**config.mk**
```make
export PLATFORM = sky130hd
export DESIGN_NAME = fetch_stage
export DESIGN_NICKNAME = d
export VERILOG_FILES = /design/src/rtl/fetch_stage.sv
export SDC_FILE = /design/constraint.sdc
export NUM_CORES = 1
export LEC_CHECK = 0
export ABC_CLOCK_PERIOD_IN_PS = 12600
export BUFFER_PORTS_ARGS = -buffer_cell sky130_fd_sc_hd__buf_4
export CAP_MARGIN = 20
export CORE_MARGIN = 2
export CORE_UTILIZATION = 40
export DETAILED_ROUTE_END_ITERATION = 8
export HOLD_SLACK_MARGIN = 0.08
export SLEW_MARGIN = 20
export SYNTH_ARGS = -nofsm -noshare
export SYNTH_HDL_FRONTEND = slang
export SYNTH_SLANG_ARGS = --single-unit
```
**constraint.sdc**
```tcl
create_clock -name clk -period 12.6 [get_ports clk]
set_input_delay 1.89 -clock clk [delete_from_list [all_inputs] [get_ports clk]]
set_output_delay 1.89 -clock clk [all_outputs]
set_load 0.02 [all_outputs]
```
**src/rtl/fetch_stage.sv**
```systemverilog
// Instruction fetch stage: issues in-order memory requests, tracks the PCs of
// requests in flight, and presents returned instructions through a small
// first-word-fall-through buffer. A redirect flushes the buffer and silently
// drains responses that belong to the abandoned path.
module fetch_stage #(
  parameter int               WIDTH    = 32,
  parameter logic [WIDTH-1:0] RESET_PC = '0,
  parameter int               DEPTH    = 2
) (
  input  logic             clk,
  input  logic             rst,
  input  logic [WIDTH-1:0] next_PC,
  input  logic             PCsrc,
  output logic [WIDTH-1:0] PC,
  output logic             imem_req,
  output logic [WIDTH-1:0] imem_addr,
  input  logic             imem_gnt,
  input  logic             imem_rvalid,
  input  logic [WIDTH-1:0] imem_rdata,
  output logic             instr_valid,
  output logic [WIDTH-1:0] instr,
  output logic [WIDTH-1:0] instr_pc,
  input  logic             instr_ready
);

  localparam int PTRW = (DEPTH > 1) ? $clog2(DEPTH) : 1;
  localparam int CNTW = $clog2(DEPTH + 1);
  localparam logic [CNTW:0] LIMIT = (CNTW + 1)'(DEPTH);

  typedef enum logic [1:0] {BOOT, RUN, DRAIN} state_t;

  state_t r_state;
  state_t w_stateNext;

  logic [WIDTH-1:0] r_pc;
  logic [CNTW-1:0]  r_count;
  logic [CNTW-1:0]  r_outstanding;
  logic [CNTW-1:0]  r_drop;
  logic [WIDTH-1:0] r_bufData [DEPTH];
  logic [WIDTH-1:0] r_bufPc   [DEPTH];
  logic [WIDTH-1:0] r_pendPc  [DEPTH];
  logic [PTRW-1:0]  r_bufRd;
  logic [PTRW-1:0]  r_bufWr;
  logic [PTRW-1:0]  r_pendRd;
  logic [PTRW-1:0]  r_pendWr;

  logic [CNTW:0]    w_inflight;
  logic [CNTW-1:0]  w_dropLoad;
  logic             w_req;
  logic             w_rsp;
  logic             w_push;
  logic             w_pop;
  logic             w_issue;
  logic             w_valid;

  function automatic logic [PTRW-1:0] nextPtr(input logic [PTRW-1:0] p);
    if (p == PTRW'(DEPTH - 1)) return '0;
    return p + PTRW'(1);
  endfunction

  // Requests plus buffered entries may never exceed the buffer size, so every
  // response is guaranteed a free slot. Responses with nothing in flight are ignored.
  assign w_inflight = {1'b0, r_outstanding} + {1'b0, r_count};
  assign w_rsp      = imem_rvalid && (r_outstanding != '0);
  assign w_push     = w_rsp && (r_drop == '0) && !PCsrc;
  assign w_valid    = (r_count != '0) && !PCsrc;
  assign w_pop      = w_valid && instr_ready;
  assign w_issue    = w_req && imem_gnt;
  assign w_dropLoad = r_outstanding - CNTW'(w_rsp);

  assign PC          = r_pc;
  assign imem_addr   = r_pc;
  assign imem_req    = w_req;
  assign instr_valid = w_valid;
  assign instr       = r_bufData[r_bufRd];
  assign instr_pc    = r_bufPc[r_bufRd];

  // Next-state and request decode; a redirect overrides everything else.
  always_comb begin
    w_stateNext = r_state;
    w_req       = 1'b0;
    case (r_state)
      BOOT:  w_stateNext = RUN;
      RUN:   w_req = (w_inflight < LIMIT);
      DRAIN: if (w_rsp && (r_drop == CNTW'(1))) w_stateNext = RUN;
      default: w_stateNext = BOOT;
    endcase
    if (PCsrc) begin
      w_req       = 1'b0;
      w_stateNext = (w_dropLoad != '0) ? DRAIN : RUN;
    end
  end

  // State register.
  always_ff @(posedge clk or posedge rst) begin
    if (rst) r_state <= BOOT;
    else     r_state <= w_stateNext;
  end

  // PC only moves on a granted request or a redirect; the upstream mux does the arithmetic.
  always_ff @(posedge clk or posedge rst) begin
    if (rst)                     r_pc <= RESET_PC;
    else if (PCsrc || w_issue)   r_pc <= next_PC;
  end

  // In-flight and to-be-discarded response counters.
  always_ff @(posedge clk or posedge rst) begin
    if (rst) begin
      r_outstanding <= '0;
      r_drop        <= '0;
    end else begin
      r_outstanding <= r_outstanding + CNTW'(w_issue) - CNTW'(w_rsp);
      if (PCsrc)                        r_drop <= w_dropLoad;
      else if (w_rsp && r_drop != '0)   r_drop <= r_drop - CNTW'(1);
    end
  end

  // Pending-PC FIFO pointers; the head always matches the oldest response.
  always_ff @(posedge clk or posedge rst) begin
    if (rst) begin
      r_pendRd <= '0;
      r_pendWr <= '0;
    end else begin
      if (w_issue) r_pendWr <= nextPtr(r_pendWr);
      if (w_rsp)   r_pendRd <= nextPtr(r_pendRd);
    end
  end

  // Pending-PC FIFO storage needs no reset; it is only read while entries are live.
  always_ff @(posedge clk) begin
    if (w_issue) r_pendPc[r_pendWr] <= r_pc;
  end

  // Instruction buffer; storage is cleared on reset so the head reads zero.
  always_ff @(posedge clk or posedge rst) begin
    if (rst) begin
      r_bufRd <= '0;
      r_bufWr <= '0;
      r_count <= '0;
      for (int i = 0; i < DEPTH; i++) begin
        r_bufData[i] <= '0;
        r_bufPc[i]   <= '0;
      end
    end else if (PCsrc) begin
      r_bufRd <= '0;
      r_bufWr <= '0;
      r_count <= '0;
    end else begin
      if (w_push) begin
        r_bufData[r_bufWr] <= imem_rdata;
        r_bufPc[r_bufWr]   <= r_pendPc[r_pendRd];
        r_bufWr            <= nextPtr(r_bufWr);
      end
      if (w_pop) r_bufRd <= nextPtr(r_bufRd);
      r_count <= r_count + CNTW'(w_push) - CNTW'(w_pop);
    end
  end

endmodule
```
* Word-level counts from Yosys, hierarchy flattened
Memory sizes are Yosys's and may differ from the RTL's. Cells that the tools add are included.
Word-level totals: register bits 172, bits in latches 0, memories kept 1, output and inout port bits 130, RAM bits 64, bits of input ports 70, logic and storage cells 102, bits in read-only memories 0
Memory list:
- r_pendPc | words 2, bits a word 32, read ports 1, clocked after memory_dff 0, wr ports 1, line 41 | logic [WIDTH-1:0] r_pendPc [DEPTH];
Operators by class: divide/modulo/power cells 0, order comparisons 4, multiplexer cells 43, equal/unequal tests 5, add/subtract/negate cells 11, bitwise gates (word level) 3, multipliers 0, reductions and logical operators 22, shifts and indexed selects 0
Operators by type and width (count):
- $mux W32 | 7
- $bwmux W64 | 2
- $demux W32 S1 | 1
- $mux W1 | 26
- $reduce_bool A2 Y1 | 7
- $mux W2 | 6
- $logic_and A1 B1 Y1 | 9
- $pmux W2 S3 | 1
- $sub A2 B1 Y2 | 3
- $add A1 B1 Y1 const B | 4
- $add A2 B1 Y2 | 2
- $eq A2 B1 Y1 const B | 2
- $ge A2 B2 Y1 const B | 2
- $logic_not A2 Y1 | 2
- $not A1 Y2 | 2
- $reduce_and A2 Y1 | 2
- $add A2 B2 Y3 | 1
- $lt A3 B2 Y1 const B | 1
- $ne A3 B3 Y1 const B | 1
- $eq A2 B2 Y1 const B | 1
- $lt A2 B1 Y1 const B | 1
- $ne A2 B2 Y1 const B | 1
- $sub A2 B1 Y2 const B | 1
- $logic_not A1 Y1 | 1
- other kinds (2) | 2

* Depth between registers and ports, before layout
Gate-level depths: netlist (run 1).
word-level depth 9, gate-level depth with buffers 9, mapped depth without buffers 9

* Worst setup path after synthesis (run 1)
No wires, ideal clock.
path type in2out, start point input PCsrc, end point output imem_req, arrival time 2.482 ns, required time 10.710 ns, cell stages on the path 3, path buffers 1, path slack 8.228 ns, cells stage by stage clkbuf_1 inv_1 and2_1
Between the ends: word-level cells in the longest chain between the ends 1
Ends and longest elaborated chain:
- from (decl) | line 13 | input logic PCsrc,
- $mux W1 | line 88 | if (PCsrc) begin
- to (decl) | line 15 | output logic imem_req,
Every way passes these cells.

* Worst setup path after layout (run 1)
Ends and elaborated chain as after synthesis.

==> results of run 1 <==
==> power by group <==
group / switching, mW / internal, mW
sequential: 0.174 / 1.02
combinational: 0.453 / 0.569
clock: 0.291 / 0.428
==> cell usage after synthesis (2+ instances only) <==
cell type and count:
nor2_1 5, xor2_1 2, or3_2 2, inv_1 11
and2_1 3, buf_2 10, ha_1 7, edfxtp_1 64
buf_6 5, a21oi_1 2, mux2_2 197, clkbuf_1 6
nand2_1 2, dfrtp_1 172, buf_4 33, o21ai_0 3
mux2_4 60, nand3_1 2, xnor2_1 5, a31oi_1 2
buf_12 7
==> metrics by stage <==
| stage | total power [mW] | area (um^2) |
|---|---|---|
| 3_5_place_dp | 2.24 | 11700 |
| 6_report | 2.94 | 12700 |
| 2_1_floorplan | 1.87 | 10300 |
| 3_3_place_gp | 2.20 | 11700 |
| 5_1_grt | 3.10 | 12700 |
| 4_1_cts | 2.98 | 12600 |
==> worst max-delay path: stages <==
cell,delay [ns]
buf_4,0.16
inv_1,0.14
and2_1,0.15
buf_4,0.15
==> area by class of cell <==
cell class	instances	area share, %
clock buffer	37	5.86
clock inverter	11	0.652
inverter	12	0.395
multi-input combinational	304	28.0
sequential	236	49.2
tap	330	3.26
timing repair buffer	204	12.6
==> flip-flops by register name, indices dropped and copies added (netlist names) <==
| register | count |
|---|---|
| r_pendRd | 1 |
| r_bufRd | 1 |
| r_outstanding | 2 |
| r_drop | 2 |
| r_count | 2 |
| PC | 32 |
| r_pendPc | 64 |
| r_bufData | 64 |
| r_bufPc | 64 |
| r_state | 2 |
| r_pendWr | 1 |
| r_bufWr | 1 |
==> how the worst max path moves through the flow <==
stage / slack, ns / to
after floorplan: 6.05 / PC[0]$_DFFE_PP0P_
after global placement: 8.20 / imem_req
after detailed placement: 8.22 / imem_req
after CTS: 8.19 / imem_req
after global routing: 8.06 / imem_req
final: 8.22 / imem_req
==> logic make-up (layout without fill, tap and decap cells) <==
kind of cell / after synthesis / count (layout)
multiplexers: 257 / 257
adder cells (fa/ha/maj): 8 / 8
AND/OR/NAND/NOR: 20 / 20
XOR/XNOR: 7 / 7
AO/OA/AOI/OAI: 12 / 12
flip-flops: 236 / 236
buffers and inverters: 73 / 264
==> routing by layer <==
| layer | vias to the layer above | wire, um | GRT usage (%) |
|---|---|---|---|
| met4 | 0 | 384 | 3.44 |
| met2 | 133 | 10300 | 26.2 |
| met3 | 28 | 943 | 2.71 |
| li1 | 2506 | - | - |
| met1 | 2823 | 8600 | 19.1 |
| met5 | - | 0 | 0 |
==> placed cells by master (no fill, tap or decap), types with 2 or more instances in the layout <==
cell       netlist  layout
nand2_1          2       2
or3_2            2       2
edfxtp_1        64      64
xor2_1           2       2
xnor2_1          5       5
buf_4           33     200
ha_1             7       7
clkbuf_16        0      26
nor2_4           0       2
clkbuf_8         0       5
buf_16           0       3
and2_1           3       3
clkinv_2         0       2
inv_1           11      10
mux2_4          60      60
mux2_2         197     197
clkinv_1         0       7
o21ai_0          3       3
a31oi_1          2       2
dfrtp_1        172     170
nor2_1           5       3
clkbuf_1         6       6
==> out/results.tsv, run 1 <==
metric	value	unit
run status	completed	
Area Overhead vs Synth	23.0	%
Placed Instances	1083	
hold buffer count at CTS	0	
cell accounting for the most synthesized area	dfrtp_1	
shortest clock period the worst path allows after layout	4.38	ns
Startpoint Class	primary input	
r2r worst-path depth	5	
area occupied by multi-input gates	3540	um^2
later-pin clock latency in the skew report	0.53	ns
Filler Cells Inserted	2125	
number of buffers created by CTS	26	
Setup Skew	0.0168	ns
synthesized-area fraction occupied by ao, oa, aoi and oai cells	0.887	%
DRC errors left	0	
number of violations of the max-capacitance limit	0	
share of cells above drive strength 1	63.8	%
worst r2r dst	r_pendPc[1][28]$_DFFE_PP_	
total number of clock tree sinks	236	
core box area	25300	um^2
mean instance size in the synthesized netlist	16.8	um^2
FF-to-FF setup slack	9.38	ns
area share of the largest cell type after synthesis	41.8	%
floorplan die width	164	um
number of cell rows	58	
detailed-route wire length	20200	um
combinational family with the most area after synthesis	multiplexers	
final sum of negative setup slack	0	ns
synthesis-stage register bit count	236	
Initial Util	40.8	%
initial antenna violation count	0	
wire length of the first global-routing pass	31900	um
utilization after layout	50.1	%
number of levels in the clock H-tree	1	
iteration-0 DRC count of the detailed router	221	
maximum fanout along the worst path	11	
Storage cell area	6230	um^2
setup repair after global routing missed its margin	false	
part of the cycle the worst path needs	34.8	%
Pwr per Cell Area	232	nW/um^2
Worst Hold Depth	1	
router iterations before antenna repair	4	
antenna fix cells	0	
Post-Synth XOR/XNOR Area	0.596	%
simple-gate share of the synthesized area	1.23	%
start of the worst register-to-register path	r_outstanding[0]$_DFF_PP0_	
timing startpoint of the critical path	PCsrc	
pin count of the biggest net entering global routing	94	
CP Capture Type	primary output	
fraction of synthesized area in multiplexers	30.3	%
data arrival time at the worst-slack endpoint	2.49	ns
Max Slew Vio Count	0	
area of the die	27000	um^2
CTS tree	done	
fraction of the yosys area taken by sequential cells	60.5	%
post-CTS setup buffer count	0	
post-synthesis adder-cell area fraction	1.05	%
most used flip-flop cell after synthesis	dfrtp_1	
quantity of I/O buffers inserted on ports	199	
post-DR wirelength/cell	17.8	um
fin worst setup slack	8.22	ns
Syn Inst Count	613	
Hold Crit Endpoint	r_bufData[48]$_DFFE_PP0P_	
maximum number of buffers from clock root to sink	3	
number of flops mapped to enable cells by yosys	64	
Critical Path RT	10.71	ns
synth top area cells	dfrtp_1 (42%), mux2_2 (22%), edfxtp_1 (19%)	
worst hold path class	flop to flop	
Post-DRT Antenna Nets	0	
worst hold slack after final layout	0.498	ns
Synth cell types	34	
Vias/cell	4.84	
Yosys warnings	0	
post-cts repair resize count	0	
via count of the first global-routing pass	5981	
number of vias in the routed layout	5490	
Hold Vio Cnt, Final	0	
async set-reset flop share out of synthesis	72.9	%
final std cells w/o fill	1134	
global route total overflow	0	
peak supply drop	0.108	mV
Worst Max-Slew Pin Slew	1.01	ns
final layout net count	862	
root buffer selected by CTS	clkbuf_16	
clock-pin transition on the worst setup and hold timing paths	0.06	ns
HPWL after DPL	12400	um
pre-CTS setup slack	8.22	ns
cell area after technology mapping	10300	um^2
kind of critical path	primary input to primary output	
net count after synthesis	691	
top-level port count	200	
Setup Viol. Count Final	0	
Global Route Usage Sum	14.9	%
die span in y	164	um
max-slew headroom at the worst pin	32.5	%
placer's final routability congestion estimate	0.734	
Min-Delay Startpoint	r_bufData[48]$_DFFE_PP0P_	
total leakage power	5.61	nW
peak clock frequency supported by timing	228	MHz
Note: power is estimated with default switching activity, not from simulation.
==> inputs of run 2 (changes only) <==
ABC_AREA = 1   (was unset)
ABC_CLOCK_PERIOD_IN_PS = 3700   (was 12600)
clock period = 3.7 ns   (was 12.6 ns; I/O delays follow)
==> run 2 against run 1 <==
  * Clock-buffer cell count decreased by 7
  * Non-clock buffer count increased by 9
  * Worst setup slack got worse by 7.1 ns
  * Total power increased to 3.5 times the previous value
  * Flip-flop and latch count unchanged
  * Register-to-register slack got worse by 8.2 ns
  * Global-route usage increased by 3.4 points
  * Clock power increased to 3.6 times the previous value
==> out/results.tsv, run 2 <==
metric	value	unit
detailed-route wire length	25200	um
Worst Max-Slew Pin Slew	0.977	ns
placer's final routability congestion estimate	0.746	
mean instance size in the synthesized netlist	8.75	um^2
post-DR wirelength/cell	14.9	um
final layout net count	1416	
synthesis-stage register bit count	236	
Filler Cells Inserted	2479	
sequential cell fraction of total power	38.4	%
shortest clock period the worst path allows after layout	2.58	ns
Yosys warnings	0	
post-CTS setup buffer count	0	
maximum fanout along the worst path	4	
Syn Inst Count	1200	
total leakage power	6.60	nW
area of the die	27600	um^2
core box area	25900	um^2
HPWL after DPL	15000	um
Top Registers	r_bufData: 64 flops, r_bufPc: 64 flops, r_pendPc: 64 flops	
via count of the first global-routing pass	7648	
antenna fix cells	0	
switching fraction of total power	38.1	%
clock share of power	25.0	%
Hold Vio Cnt, Final	0	
most used flip-flop cell after synthesis	dfrtp_1	
number of buffers created by CTS	26	
logic gate share of total power	36.6	%
data arrival time at the worst-slack endpoint	2.02	ns
number of cell rows	59	
most common cell after layout, fill and taps aside	nand2_1	
final sum of negative setup slack	0	ns
later-pin clock latency in the skew report	0.52	ns
global route total overflow	0	
cell area after technology mapping	10500	um^2
iteration-0 DRC count of the detailed router	619	
post-cts repair resize count	0	
async set-reset flop share out of synthesis	72.9	%
Area Overhead vs Synth	21.8	%
net count after synthesis	1278	
peak clock frequency supported by timing	388	MHz
synth top area cells	dfrtp_1 (41%), nand2_1 (20%), edfxtp_1 (18%)	
worst hold path class	primary input to flop	
setup repair after global routing missed its margin	false	
Critical Path RT	3.14	ns
Pwr per Cell Area	801	nW/um^2
floorplan die width	166	um
peak supply drop	0.369	mV
number of violations of the max-capacitance limit	0	
number of vias in the routed layout	8030	
Worst Hold Depth	3	
Max Slew Vio Count	0	
clock-pin transition on the worst setup and hold timing paths	0.06	ns
worst hold slack after final layout	0.225	ns
fraction of the yosys area taken by sequential cells	59.3	%
run status	completed	
part of the cycle the worst path needs	69.6	%
cell area after layout	12800	um^2
die span in y	166	um
quantity of I/O buffers inserted on ports	199	
switching power of the nets	3.90	mW
maximum number of buffers from clock root to sink	3	
Cell Area, Placed	11900	um^2
total number of clock tree sinks	236	
CP Capture Type	primary output	
share of cells above drive strength 1	20.2	%
Global Route Usage Sum	18.3	%
root buffer selected by CTS	clkbuf_16	
CTS tree	done	
initial antenna violation count	0	
area share of the largest cell type after synthesis	41.0	%
kind of critical path	flop to primary output	
router iterations before antenna repair	6	
DRC errors left	0	
number of levels in the clock H-tree	1	
wire length of the first global-routing pass	41200	um
Setup Viol. Count Final	0	
cell accounting for the most synthesized area	dfrtp_1	
Setup Skew	0.0184	ns
max-slew headroom at the worst pin	34.9	%
r2r worst-path depth	6	
Startpoint Class	flop	
Post-synth top cells	nand2_1 (570), dfrtp_1 (172), nand3_1 (167)	
most frequent cells in the layout	nand2_1 (569), buf_4 (211), dfrtp_1 (170)	
hold buffer count at CTS	0	
Initial Util	40.5	%
Synth cell types	25	
Post-DRT Antenna Nets	0	
top-level port count	200	
Int Power	6.34	mW
number of flops mapped to enable cells by yosys	64	
pin count of the biggest net entering global routing	173	
Vias/cell	4.74	
most instantiated library cell after synthesis	nand2_1	
==> run 2: changes by cell type after synthesis, sizes merged, moves of 10 or more <==
cell,change
nand2,+569
mux2,-257
nand3,+166
inv,+43
o21ai,+33
buf,+30
clkbuf,+12
nor2,+10
==> run 2: metrics by stage <==
stage | total power [mW] | std cells | util (%) | setup WS (ns)
6_report | 10.2 | 1693 | 49.4 | 1.12
5_1_grt | 11.0 | 1693 | 49.4 | 0.967
4_1_cts | 10.4 | 1693 | 49.4 | 1.08
3_5_place_dp | 7.78 | 1645 | 46.1 | 1.14
3_3_place_gp | 7.72 | 1645 | 46.1 | 1.14
2_1_floorplan | 6.35 | 1200 | - | 0.434
==> run 2: power by group through the flow <==
| stage | Combinational, mW | Sequential [mW] | Clock (mW) |
|---|---|---|---|
| global placement | 3.77 | 3.95 | 0 |
| floorplan | 2.48 | 3.88 | 0 |
| CTS | 3.81 | 3.94 | 2.63 |
| global route | 4.17 | 4.04 | 2.74 |
| detailed placement | 3.80 | 3.98 | 0 |
| finish | 3.75 | 3.94 | 2.56 |
==> run 2: critical path, stage by stage, from the launching register on <==
cell and delay [ns]:
dfrtp_1 0.41, nand2_1 0.08, inv_1 0.04, fa_1 0.44, nor2_1 0.18, nand2_1 0.11, nor2_1 0.10, buf_4 0.14
==> run 2: kinds of logic (layout without fill, tap and decap cells) <==
| kind of cell | Yosys count | after routing | synth area share (%) |
|---|---|---|---|
| AOI/OAI and AO/OA | 37 | 37 | 1.80 |
| xor gates and xnor gates | 4 | 4 | 0.334 |
| adders and majority gates | 8 | 8 | 1.03 |
| buffers and inverters | 158 | 316 | 8.02 |
| DFF | 236 | 236 | 59.3 |
| and+or+nand+nor | 757 | 757 | 29.5 |
==> run 2: final cells by class <==
class	count	area, um^2	share of cell area, %
tap	335	419	3.28
clock inverter	18	169	1.32
inverter	55	210	1.64
timing repair buffer	213	1620	12.7
sequential	236	6230	48.7
multi-input combinational	806	3450	27.0
clock buffer	30	687	5.37
==> run 2: worst paths after layout <==
kind | startpoint | end | slack (ns)
max | r_outstanding[0]$_DFF_PP0_ | imem_req | 1.12
min | next_PC[3] | PC[3]$_DFFE_PP0P_ | 0.22
max reg2reg | r_outstanding[0]$_DFF_PP0_ | r_pendPc[1][29]$_DFFE_PP_ | 1.17
min reg2reg | r_bufData[41]$_DFFE_PP0P_ | r_bufData[41]$_DFFE_PP0P_ | 0.47
max in group asynchronous | rst | r_bufRd$_DFFE_PP0P_ | 2.64
min in group asynchronous | rst | r_bufData[32]$_DFFE_PP0P_ | 0.25
==> run 2: metal layers <==
metal / global-route usage (%) / wire length, um / vias up / part of all wire, %
met2: 29.4 / 11600 / 246 / 46
met3: 2.67 / 1500 / 19 / 5.9
met5: 0 / 0 / - / 0
met4: 3.71 / 265 / 0 / 1.1
met1: 26.6 / 11800 / 3719 / 47
li1: - / - / 4046 / -
==> inputs of run 3 (changes only) <==
ABC_CLOCK_PERIOD_IN_PS = 2300   (was 3700)
clock period = 2.3 ns   (was 3.7 ns; I/O delays follow)
==> run 3 against run 2 <==
  * Core utilization increased by 3.7 points
  * Critical path type unchanged
  * Flip-flop and latch count did not move
  * Final cell count is 4.5% higher
  * Worst hold slack got worse by 0.091 ns
  * Clock power rose by 78%
  * Worst setup slack got worse by 1.0 ns
  * Sequential share of layout area is 3.4 points lower
  * Register-to-register slack worse by 1.0 ns
  * Wire length is 3.1% higher
  * Total power increased by 69%
  * Critical endpoint unchanged
==> out/results.tsv, run 3 (synthesis results as in run 2) <==
metric	value	unit
iteration-0 DRC count of the detailed router	582	
total number of clock tree sinks	236	
Startpoint Class	flop	
total leakage power	7.01	nW
maximum fanout along the worst path	2	
Worst Max-Slew Pin Slew	0.815	ns
later-pin clock latency in the skew report	0.52	ns
top-level port count	200	
root buffer selected by CTS	clkbuf_16	
post-DR wirelength/cell	14.7	um
number of levels in the clock H-tree	1	
Post-DRT Antenna Nets	0	
data arrival time at the worst-slack endpoint	1.87	ns
shortest clock period the worst path allows after layout	2.22	ns
placer's final routability congestion estimate	0.752	
maximum number of buffers from clock root to sink	3	
clock-pin transition on the worst setup and hold timing paths	0.06	ns
setup repair after global routing missed its margin	true	
number of buffers created by CTS	26	
DRC errors left	0	
Vias/cell	4.73	
number of cell rows	59	
detailed-route wire length	26000	um
final layout net count	1492	
Area Overhead vs Synth	31.1	%
Max Slew Vio Count	0	
core box area	25900	um^2
CTS tree	done	
HPWL after DPL	15300	um
router iterations before antenna repair	5	
most common cell after layout, fill and taps aside	nand2_1	
Hold Vio Cnt, Final	0	
kind of critical path	flop to primary output	
global route total overflow	0	
final std cells w/o fill	1769	
initial antenna violation count	0	
Cell Area, Placed	12100	um^2
Placed Instances	1653	
peak clock frequency supported by timing	451	MHz
utilization after layout	53.1	%
cell area after layout	13800	um^2
CP Capture Type	primary output	
floorplan die width	166	um
Top Registers	r_bufData: 64 flops, r_bufPc: 64 flops, r_pendPc: 64 flops	
Setup Viol. Count Final	0	
number of vias in the routed layout	8375	
part of the cycle the worst path needs	96.4	%
number of violations of the max-capacitance limit	0	
worst hold path class	primary input to flop	
area of the die	27600	um^2
share of cells above drive strength 1	20.6	%
via count of the first global-routing pass	7919	
most frequent cells in the layout	nand2_1 (568), buf_4 (214), dfrtp_1 (170)	
Global Route Usage Sum	18.7	%
peak supply drop	0.647	mV
antenna fix cells	0	
wire length of the first global-routing pass	42200	um
Initial Util	40.5	%
max-slew headroom at the worst pin	45.7	%
pin count of the biggest net entering global routing	116	
quantity of I/O buffers inserted on ports	199	
die span in y	166	um
Pwr per Cell Area	1250	nW/um^2
Critical Path RT	1.96	ns
run status	completed	
Setup Skew	0.00718	ns
==> run 3: what timing repair did <==
action | 4_1_cts | 5_1_grt
pin swaps | 1 | 5
hold buffers | 65 | 0
endpoints found under the hold margin | 166 | 0
setup buffers | 2 | 1
endpoints found under the setup margin | 1 | 89
gates resized for setup | 1 | 7
gates cloned | 0 | 0
==> run 3: per-layer routing <==
layer,wire length (um),vias to the layer above,global-route usage [%]
met5,0,-,0
met4,348,0,3.82
met1,12100,3922,26.3
li1,-,4196,-
met2,12100,228,31.2
met3,1410,29,2.74
==> run 3: area by class of cell <==
type                            instances  area (um^2)
Timing Repair Buffer                  289         2460
Clock inverter                         20          272
Fill cell                            2395        12200
Clock buffer                           28          689
Tap cell                              335          419
Inverter                               55          213
Sequential cell                       236         6230
Multi-Input combinational cell        806         3480
==> run 3: critical path: stages, from the launching register on <==
cell     delay [ns]
dfrtp_1        0.38
nand2_1        0.07
inv_1          0.04
fa_1           0.45
nor2_2         0.13
nand2_2        0.06
nor2_1         0.08
buf_4          0.14
==> run 3: metrics by stage <==
stage	setup TNS [ns]	hold WS (ns)	setup slack, ns	total power [mW]
after global placement	0	0.453	0.133	12.6
after CTS	0	0.118	0.000135	17.4
after global routing	-0.0304	0.126	-0.0171	18.4
after floorplan	-42.04	0.442	-0.242	10.3
after detailed placement	0	0.458	0.143	12.7
final	0	0.133	0.0825	17.3
==> run 3: worst paths after layout <==
| check | slack [ns] | cells after the start | endpoint | start |
|---|---|---|---|---|
| setup / recovery | 0.08 | 7 | imem_req | r_outstanding[0]$_DFF_PP0_ |
| max in group asynchronous | 1.18 | 4 | r_bufRd$_DFFE_PP0P_ | rst |
| hold / removal | 0.13 | 2 | r_count[0]$_DFF_PP0_ | PCsrc |
| min in group asynchronous | 0.50 | 4 | r_bufData[32]$_DFFE_PP0P_ | rst |
| setup reg to reg | 0.13 | 11 | r_outstanding[1]$_DFF_PP0_ | r_outstanding[0]$_DFF_PP0_ |
| hold reg to reg | 0.47 | 2 | r_bufData[61]$_DFFE_PP0P_ | r_bufData[61]$_DFFE_PP0P_ |
==> run 3: report_power, final <==
group / leakage, nW / switching [mW] / internal (mW) / total [mW]
combinational: 3.88 / 3.99 / 2.44 / 6.43
clock: 0.467 / 1.71 / 2.85 / 4.56
sequential: 2.66 / 0.767 / 5.51 / 6.28
total: 7.01 / 6.46 / 10.8 / 17.3
